## config.mk

```make
export PLATFORM = sky130hd
export DESIGN_NAME = logic_func_unit_flat
export DESIGN_NICKNAME = d
export VERILOG_FILES = /design/src/rtl/logic_func_pkg.sv /design/src/rtl/logic_func_unit_if.sv /design/src/rtl/logic_func_core.sv /design/src/rtl/logic_func_unit.sv /design/src/flat_wrapper.sv
export SDC_FILE = /design/constraint.sdc
export NUM_CORES = 1
export LEC_CHECK = 0
export CAP_MARGIN = 40
export CELL_PAD_IN_SITES_DETAIL_PLACEMENT = 0
export CELL_PAD_IN_SITES_GLOBAL_PLACEMENT = 1
export CORE_MARGIN = 4
export CORE_UTILIZATION = 26
export DETAILED_ROUTE_END_ITERATION = 10
export GPL_ROUTABILITY_DRIVEN = 0
export GPL_TIMING_DRIVEN = 1
export PLACE_DENSITY_LB_ADDON = 0.1
export SYNTH_ARGS = -nofsm -noshare
export SYNTH_HDL_FRONTEND = slang
export SYNTH_SLANG_ARGS = --single-unit
```

## constraint.sdc

```tcl
create_clock -name clk -period 1.6 [get_ports clk]
set_input_delay 0.48 -clock clk [delete_from_list [all_inputs] [get_ports clk]]
set_output_delay 0.48 -clock clk [all_outputs]
set_load 0.005 [all_outputs]
```

## src/rtl/logic_func_pkg.sv

```systemverilog
`default_nettype none
// ============================================================================
// Package  : logic_func_pkg
// Summary  : Op encodings, sweep FSM state type and the single-lane evaluator
//            shared by the logic function unit and its core.
// Revision : 1.0 - initial release
// ============================================================================
package logic_func_pkg;

    localparam logic [2:0] OP_XOR3        = 3'd0;
    localparam logic [2:0] OP_OR3         = 3'd1;
    localparam logic [2:0] OP_XNOR_AB     = 3'd2;
    localparam logic [2:0] OP_NOR_BC      = 3'd3;
    localparam logic [2:0] OP_NAND_AC_OR_B = 3'd4;
    localparam logic [2:0] OP_AB_OR_C     = 3'd5;
    localparam logic [2:0] OP_AND3        = 3'd6;
    localparam logic [2:0] OP_PASS        = 3'd7;

    typedef enum logic [1:0] {
        ST_IDLE  = 2'd0,
        ST_SWEEP = 2'd1,
        ST_DONE  = 2'd2
    } state_t;

    function automatic logic eval_op(input logic [2:0] op, input logic a,
                                     input logic b, input logic c);
        logic w_r;
        case (op)
            OP_XOR3:         w_r = a ^ b ^ c;
            OP_OR3:          w_r = a | b | c;
            OP_XNOR_AB:      w_r = ~(a ^ b);
            OP_NOR_BC:       w_r = ~(b | c);
            OP_NAND_AC_OR_B: w_r = ~(a & c) | b;
            OP_AB_OR_C:      w_r = (a & b) | c;
            OP_AND3:         w_r = a & b & c;
            default:         w_r = a;
        endcase
        return w_r;
    endfunction

endpackage
`default_nettype wire

```

## src/rtl/logic_func_unit_if.sv

```systemverilog
`default_nettype none
// ============================================================================
// Interface : logic_func_unit_if
// Summary   : Operand/result stream handshake plus truth-table sweep controls.
// Revision  : 1.0 - initial release
// ============================================================================
interface logic_func_unit_if #(
    parameter int W = 4
);
    logic           in_valid;
    logic           in_ready;
    logic [W-1:0]   a;
    logic [W-1:0]   b;
    logic [W-1:0]   c;
    logic [2:0]     op;
    logic           out_valid;
    logic           out_ready;
    logic [W-1:0]   y;
    logic           start;
    logic           busy;
    logic           done;
    logic [7:0]     tt;

    modport master (
        output in_valid, a, b, c, op, out_ready, start,
        input  in_ready, out_valid, y, busy, done, tt
    );

    modport slave (
        input  in_valid, a, b, c, op, out_ready, start,
        output in_ready, out_valid, y, busy, done, tt
    );
endinterface
`default_nettype wire

```

## src/rtl/logic_func_core.sv

```systemverilog
`default_nettype none
// ============================================================================
// Module   : logic_func_core
// Summary  : Purely combinational per-lane evaluation of the selected function.
// Revision : 1.0 - initial release
// ============================================================================
module logic_func_core
    import logic_func_pkg::*;
#(
    parameter int W = 4
) (
    input  logic [2:0]   op,
    input  logic [W-1:0] a,
    input  logic [W-1:0] b,
    input  logic [W-1:0] c,
    output logic [W-1:0] y
);

    generate
        for (genvar i = 0; i < W; i++) begin : g_lane
            assign y[i] = eval_op(op, a[i], b[i], c[i]);
        end
    endgenerate

endmodule
`default_nettype wire

```

## src/rtl/logic_func_unit.sv

```systemverilog
`default_nettype none
// ============================================================================
// Module   : logic_func_unit
// Summary  : Latency-1 bitwise function stream with optional truth-table sweep
//            (sweep present only when LOGIC_FUNC_UNIT_TT_CAPTURE_EN is defined).
// Revision : 1.0 - initial release
// ============================================================================
module logic_func_unit
    import logic_func_pkg::*;
#(
    parameter int W = 4
) (
    input  logic              clk,
    input  logic              reset,
    logic_func_unit_if.slave  bus
);

    logic [W-1:0] w_stream_y;
    logic         w_stream_open;
    logic         w_in_ready;
    logic         w_accept;
    logic [W-1:0] r_y;
    logic         r_out_valid;

    logic_func_core #(.W(W)) u_stream_core (
        .op (bus.op),
        .a  (bus.a),
        .b  (bus.b),
        .c  (bus.c),
        .y  (w_stream_y)
    );

`ifdef LOGIC_FUNC_UNIT_TT_CAPTURE_EN
    state_t     r_state;
    state_t     w_state_next;
    logic [2:0] r_idx;
    logic [2:0] r_op;
    logic [7:0] r_tt;
    logic       w_tt_we;
    logic       w_sweep_bit;

    // The sweep row index doubles as the (a,b,c) operand triple.
    logic_func_core #(.W(1)) u_sweep_core (
        .op (r_op),
        .a  (r_idx[2]),
        .b  (r_idx[1]),
        .c  (r_idx[0]),
        .y  (w_sweep_bit)
    );

    always_ff @(posedge clk) begin
        if (reset) begin
            r_state <= ST_IDLE;
        end else begin
            r_state <= w_state_next;
        end
    end

    always_comb begin
        w_state_next = r_state;
        w_tt_we      = 1'b0;
        case (r_state)
            ST_IDLE: begin
                if (bus.start) begin
                    w_state_next = ST_SWEEP;
                end
            end
            ST_SWEEP: begin
                w_tt_we = 1'b1;
                if (r_idx == 3'd7) begin
                    w_state_next = ST_DONE;
                end
            end
            ST_DONE: begin
                w_state_next = ST_IDLE;
            end
            default: begin
                w_state_next = ST_IDLE;
            end
        endcase
    end

    always_ff @(posedge clk) begin
        if (reset) begin
            r_idx <= 3'd0;
            r_op  <= 3'd0;
            r_tt  <= 8'd0;
        end else begin
            if (r_state == ST_IDLE && bus.start) begin
                r_op  <= bus.op;
                r_idx <= 3'd0;
            end
            if (w_tt_we) begin
                r_tt[r_idx] <= w_sweep_bit;
                r_idx       <= r_idx + 3'd1;
            end
        end
    end

    assign w_stream_open = (r_state == ST_IDLE) && !bus.start;
    assign bus.busy      = (r_state != ST_IDLE);
    assign bus.done      = (r_state == ST_DONE);
    assign bus.tt        = r_tt;
`else
    logic w_unused_start;

    assign w_unused_start = bus.start;
    assign w_stream_open  = 1'b1;
    assign bus.busy       = 1'b0;
    assign bus.done       = 1'b0;
    assign bus.tt         = 8'd0;
`endif

    assign w_in_ready = w_stream_open && (!r_out_valid || bus.out_ready);
    assign w_accept   = bus.in_valid && w_in_ready;

    // A new beat replaces a result consumed on the same edge.
    always_ff @(posedge clk) begin
        if (reset) begin
            r_y         <= '0;
            r_out_valid <= 1'b0;
        end else if (w_accept) begin
            r_y         <= w_stream_y;
            r_out_valid <= 1'b1;
        end else if (bus.out_ready) begin
            r_out_valid <= 1'b0;
        end
    end

    assign bus.in_ready  = w_in_ready;
    assign bus.out_valid = r_out_valid;
    assign bus.y         = r_y;

endmodule
`default_nettype wire

```

## src/flat_wrapper.sv

```systemverilog
// flat-port wrapper written by rule: the top's interface ports become plain ports
module logic_func_unit_flat import logic_func_pkg::*;
#(
    parameter int W = 4
)
  (clk, reset, bus_in_valid, bus_a, bus_b, bus_c, bus_op, bus_out_ready, bus_start, bus_in_ready, bus_out_valid, bus_y, bus_busy, bus_done, bus_tt);
  logic_func_unit_if #(.W(W)) bus_i ();
  input  logic clk;
  input  logic reset;
  input wire logic [$bits(bus_i.in_valid)-1:0] bus_in_valid;
  input wire logic [$bits(bus_i.a)-1:0] bus_a;
  input wire logic [$bits(bus_i.b)-1:0] bus_b;
  input wire logic [$bits(bus_i.c)-1:0] bus_c;
  input wire logic [$bits(bus_i.op)-1:0] bus_op;
  input wire logic [$bits(bus_i.out_ready)-1:0] bus_out_ready;
  input wire logic [$bits(bus_i.start)-1:0] bus_start;
  output wire logic [$bits(bus_i.in_ready)-1:0] bus_in_ready;
  output wire logic [$bits(bus_i.out_valid)-1:0] bus_out_valid;
  output wire logic [$bits(bus_i.y)-1:0] bus_y;
  output wire logic [$bits(bus_i.busy)-1:0] bus_busy;
  output wire logic [$bits(bus_i.done)-1:0] bus_done;
  output wire logic [$bits(bus_i.tt)-1:0] bus_tt;
  assign bus_i.in_valid = bus_in_valid;
  assign bus_i.a = bus_a;
  assign bus_i.b = bus_b;
  assign bus_i.c = bus_c;
  assign bus_i.op = bus_op;
  assign bus_i.out_ready = bus_out_ready;
  assign bus_i.start = bus_start;
  assign bus_in_ready = bus_i.in_ready;
  assign bus_out_valid = bus_i.out_valid;
  assign bus_y = bus_i.y;
  assign bus_busy = bus_i.busy;
  assign bus_done = bus_i.done;
  assign bus_tt = bus_i.tt;
  logic_func_unit #(.W(W)) u_core (.clk(clk), .reset(reset), .bus(bus_i));
endmodule
```

==> results.rst <==
.. list-table::
   :header-rows: 1

   * - Metric
     - Value
   * - Width of the die
     - approximately 64 microns
   * - Number of synthesized register bits
     - 5
   * - Final core utilization
     - 0.4372
   * - CP endpoint kind
     - output port
   * - Die Height
     - around 64 microns
   * - Cell area after technology mapping
     - 819.5 sq um
   * - Post-detailed-route via-to-cell ratio
     - 4.333
   * - Fraction of final layout cells with drive strength greater than 1
     - 0.3442
   * - Final routed wirelength across all metal layers
     - 2225 microns
   * - Run status
     - finished clean
   * - Total congestion overflow
     - 0
   * - Clk slew on worst S/H paths
     - 40 ps
   * - Worst-skew pair later-pin latency
     - 240 ps
   * - Port Buffer Count
     - 24
   * - Final count of negative-setup-slack endpoints
     - 0
   * - Floorplan die area
     - about 0.004 sq mm
   * - Pleak
     - 0.0006529 uW
   * - Number of enable flip-flop cells after synthesis
     - 0
   * - Critical path data arrival time
     - 1080 ps
   * - Crit path launch type
     - flop
   * - Number of antenna violations at the first check in global routing
     - 0
   * - Met3 Routed Length
     - 130 microns
   * - Number of nets with antenna violations after routing
     - 0
   * - Max Slew Vio Count
     - 0
   * - YS warnings
     - 0
   * - Vias
     - 858
   * - Unrepaired setup endpoints after global routing
     - no
   * - Antenna cell count
     - 0
   * - HPWL reported at the end of detailed placement
     - 1808 microns
   * - Detailed-route DRC error count
     - 0
   * - Worst supply voltage drop on vdd
     - 0.0002393 V
   * - Number of placed I/O pins
     - 36
   * - Final min period
     - about 1600 ps
   * - Buffer type at the clock tree root
     - sky130_fd_sc_hd__clkbuf_4
   * - Post-DR wirelength/cell
     - 11.24 microns
   * - Hold/Removal Path Class
     - flop to flop
   * - CTS tree
     - done
   * - Final count of hold timing violations
     - 0
   * - Post-synth cell types
     - 35
   * - Kind of cell adding the most delay to the critical path
     - buffers and inverters
   * - Area growth, synth to finish
     - 61.53%
   * - Data required time at the worst endpoint
     - 1120 ps
   * - Worst-case setup margin in the final layout
     - 37.61 ps
   * - Met2 routed WL
     - approximately 1100 microns
   * - Setup TNS
     - 0 ps
   * - Classification of the worst setup path
     - flop to output port
   * - CTS buffer count
     - 3
   * - Worst Path Max Fanout
     - 2
   * - Pin count of the biggest net entering global routing
     - 9
   * - All-Layer GR Usage
     - 0.1119
   * - Sequential area share after synthesis
     - 0.1221
   * - Wire length on met1
     - roughly 1000 microns
   * - Critical-path cell with the highest stage delay
     - sky130_fd_sc_hd__clkdlybuf4s50_1
   * - Area of the placeable core
     - approximately 0.0030 sq mm
   * - Crit path buf inv count
     - 1
   * - Non-filler instance count after layout
     - approximately 200
   * - Count of TritonRoute iterations in the first routing pass
     - 4
   * - Dominant register cell in the synthesized netlist
     - sky130_fd_sc_hd__dfxtp_1
   * - Cell Pwr Density
     - 424.0 mW/mm^2
   * - Maximum buffer depth of the clock tree
     - 2
   * - Clock sink total
     - 5
   * - Worst hold slack
     - 471.9 ps
   * - Final worst clock skew
     - between 2 and 3 ps
   * - Post-layout net count
     - roughly 180
   * - Syn_area_per_cell
     - 7.880 sq um
   * - Final worst-path cycle share
     - 0.9765
   * - Layout fillers
     - 324
   * - Async set-or-reset flop fraction in the synthesized netlist
     - 0
   * - Global-route wire length before repair
     - 3739 microns
   * - Highest attainable clock frequency
     - between 600 and 700 MHz
   * - Highest metal layer with signal wires
     - met3
   * - Count of H-tree levels built during CTS
     - 1
   * - Count of mapped cells out of synthesis
     - roughly 100
   * - Initial core utilization
     - 0.2707
   * - Floorplan row count
     - 20
   * - Vias in the first global route
     - 813
   * - Cell total after placement
     - 193
   * - Slowest cell delay on critical path
     - 500 ps
   * - Max-cap check violation count
     - 0
   * - Critical Path, Cell by Cell
     - clkdlybuf4s50_1
   * - Pre-CTS worst setup slack
     - -497.8 ps
   * - Initial drt markers
     - 25
[Yosys cell counts, types with 3 or more instances]
| library cell | count | area share |
|---|---|---|
| sky130_fd_sc_hd__nor2_1 | 12 | 0.055 |
| sky130_fd_sc_hd__buf_4 | 10 | 0.092 |
| sky130_fd_sc_hd__inv_1 | 10 | 0.046 |
| sky130_fd_sc_hd__ha_1 | 8 | 0.12 |
| sky130_fd_sc_hd__nand2_1 | 7 | 0.032 |
| sky130_fd_sc_hd__dfxtp_1 | 5 | 0.12 |
| sky130_fd_sc_hd__a21oi_1 | 4 | 0.024 |
| sky130_fd_sc_hd__buf_6 | 4 | 0.055 |
| sky130_fd_sc_hd__nand3b_1 | 4 | 0.037 |
| sky130_fd_sc_hd__a221o_1 | 3 | 0.037 |
| sky130_fd_sc_hd__a311oi_1 | 3 | 0.032 |
| sky130_fd_sc_hd__nand2b_1 | 3 | 0.023 |
| sky130_fd_sc_hd__o211ai_1 | 3 | 0.027 |
[registers in the layout, summed over array words and instances (netlist names)]
| signal | flops |
|---|---|
| u_core.bus.y | 4 |
| u_core.bus.out_valid | 1 |
[stage by stage]
stage,area (sq um),power [uW]
final,1324,561.3
after global routing,1324,607.0
after CTS,1274,563.5
after detailed placement,1224,412.7
after global placement,1224,411.9
after floorplan,853.3,285.6
[per-layer routing]
metal	up-vias	global-route usage
met5	-	0
li1	449	-
met4	0	0.007916
met2	22	0.1871
met1	387	0.1445
met3	0	0.03866
[cells by family after synthesis]
family          count (synthesis)  share of synthesized area
compound gates                 28                     0.2779
xor+xnor                        2                    0.02138
fa+ha+maj                       8                     0.1221
buf+inv                        24                     0.1924
flops                           5                     0.1221
other cells                     1                   0.004576
simple gates                   36                     0.2595
[cell type report]
type | count | area (sq um) | area share
multi-input cells | 84 | 653.1 | 0.4934
repair buffers | 51 | 450.4 | 0.3403
flip-flops and latches | 5 | 101.3 | 0.07656
well taps | 44 | 55.05 | 0.04159
inverters | 10 | 37.54 | 0.02836
clock buffers | 4 | 26.28 | 0.01985
[path summary, 6_finish.rpt]
path	slack [ps]	endpoint	start	cells after the start
max reg2reg	390	u_core.bus.y[0]	u_core.bus.out_valid	5
min reg2reg	470	u_core.bus.y[3]	u_core.bus.y[3]	2
min	470	u_core.bus.y[3]	u_core.bus.y[3]	2
max	40	bus_y[0]	u_core.bus.y[0]	1
[power by group]
group	switching, uW	internal [uW]
Sequential	6.68	137
Combinational	119	154
Clock	50.4	94.2
Total	176	385
[what timing repair did]
item / 4_1_cts / 5_1_grt
hold buffers: 0 / 0
endpoints found under the setup margin: 5 / 6
setup buffers: 0 / 1
endpoints found under the hold margin: 0 / 0
pin swaps: 8 / 3
resized for setup: 24 / 16
[placed cells by master, fill, tap and decap left out, types with 2 or more instances in the layout]
cell type,instances
sky130_fd_sc_hd__buf_6,2
sky130_fd_sc_hd__clkbuf_4,3
sky130_fd_sc_hd__conb_1,10
sky130_fd_sc_hd__clkdlybuf4s50_1,6
sky130_fd_sc_hd__a311oi_1,3
sky130_fd_sc_hd__nand3b_1,4
sky130_fd_sc_hd__clkdlybuf4s15_1,3
sky130_fd_sc_hd__nand3_1,2
sky130_fd_sc_hd__o211ai_1,3
sky130_fd_sc_hd__a21oi_1,3
sky130_fd_sc_hd__inv_1,6
sky130_fd_sc_hd__xor2_1,2
sky130_fd_sc_hd__ha_1,4
sky130_fd_sc_hd__dlymetal6s2s_1,6
sky130_fd_sc_hd__nor2_1,12
sky130_fd_sc_hd__ha_4,2
sky130_fd_sc_hd__a221o_1,3
sky130_fd_sc_hd__dlygate4sd2_1,8
sky130_fd_sc_hd__and2_4,2
sky130_fd_sc_hd__o31ai_2,3
sky130_fd_sc_hd__nand2_1,7
sky130_fd_sc_hd__dfxtp_1,4
sky130_fd_sc_hd__nand2b_1,2
sky130_fd_sc_hd__o22ai_1,2
sky130_fd_sc_hd__inv_2,4
sky130_fd_sc_hd__buf_4,25
sky130_fd_sc_hd__ha_2,2
(Power assumes the default switching activity.)
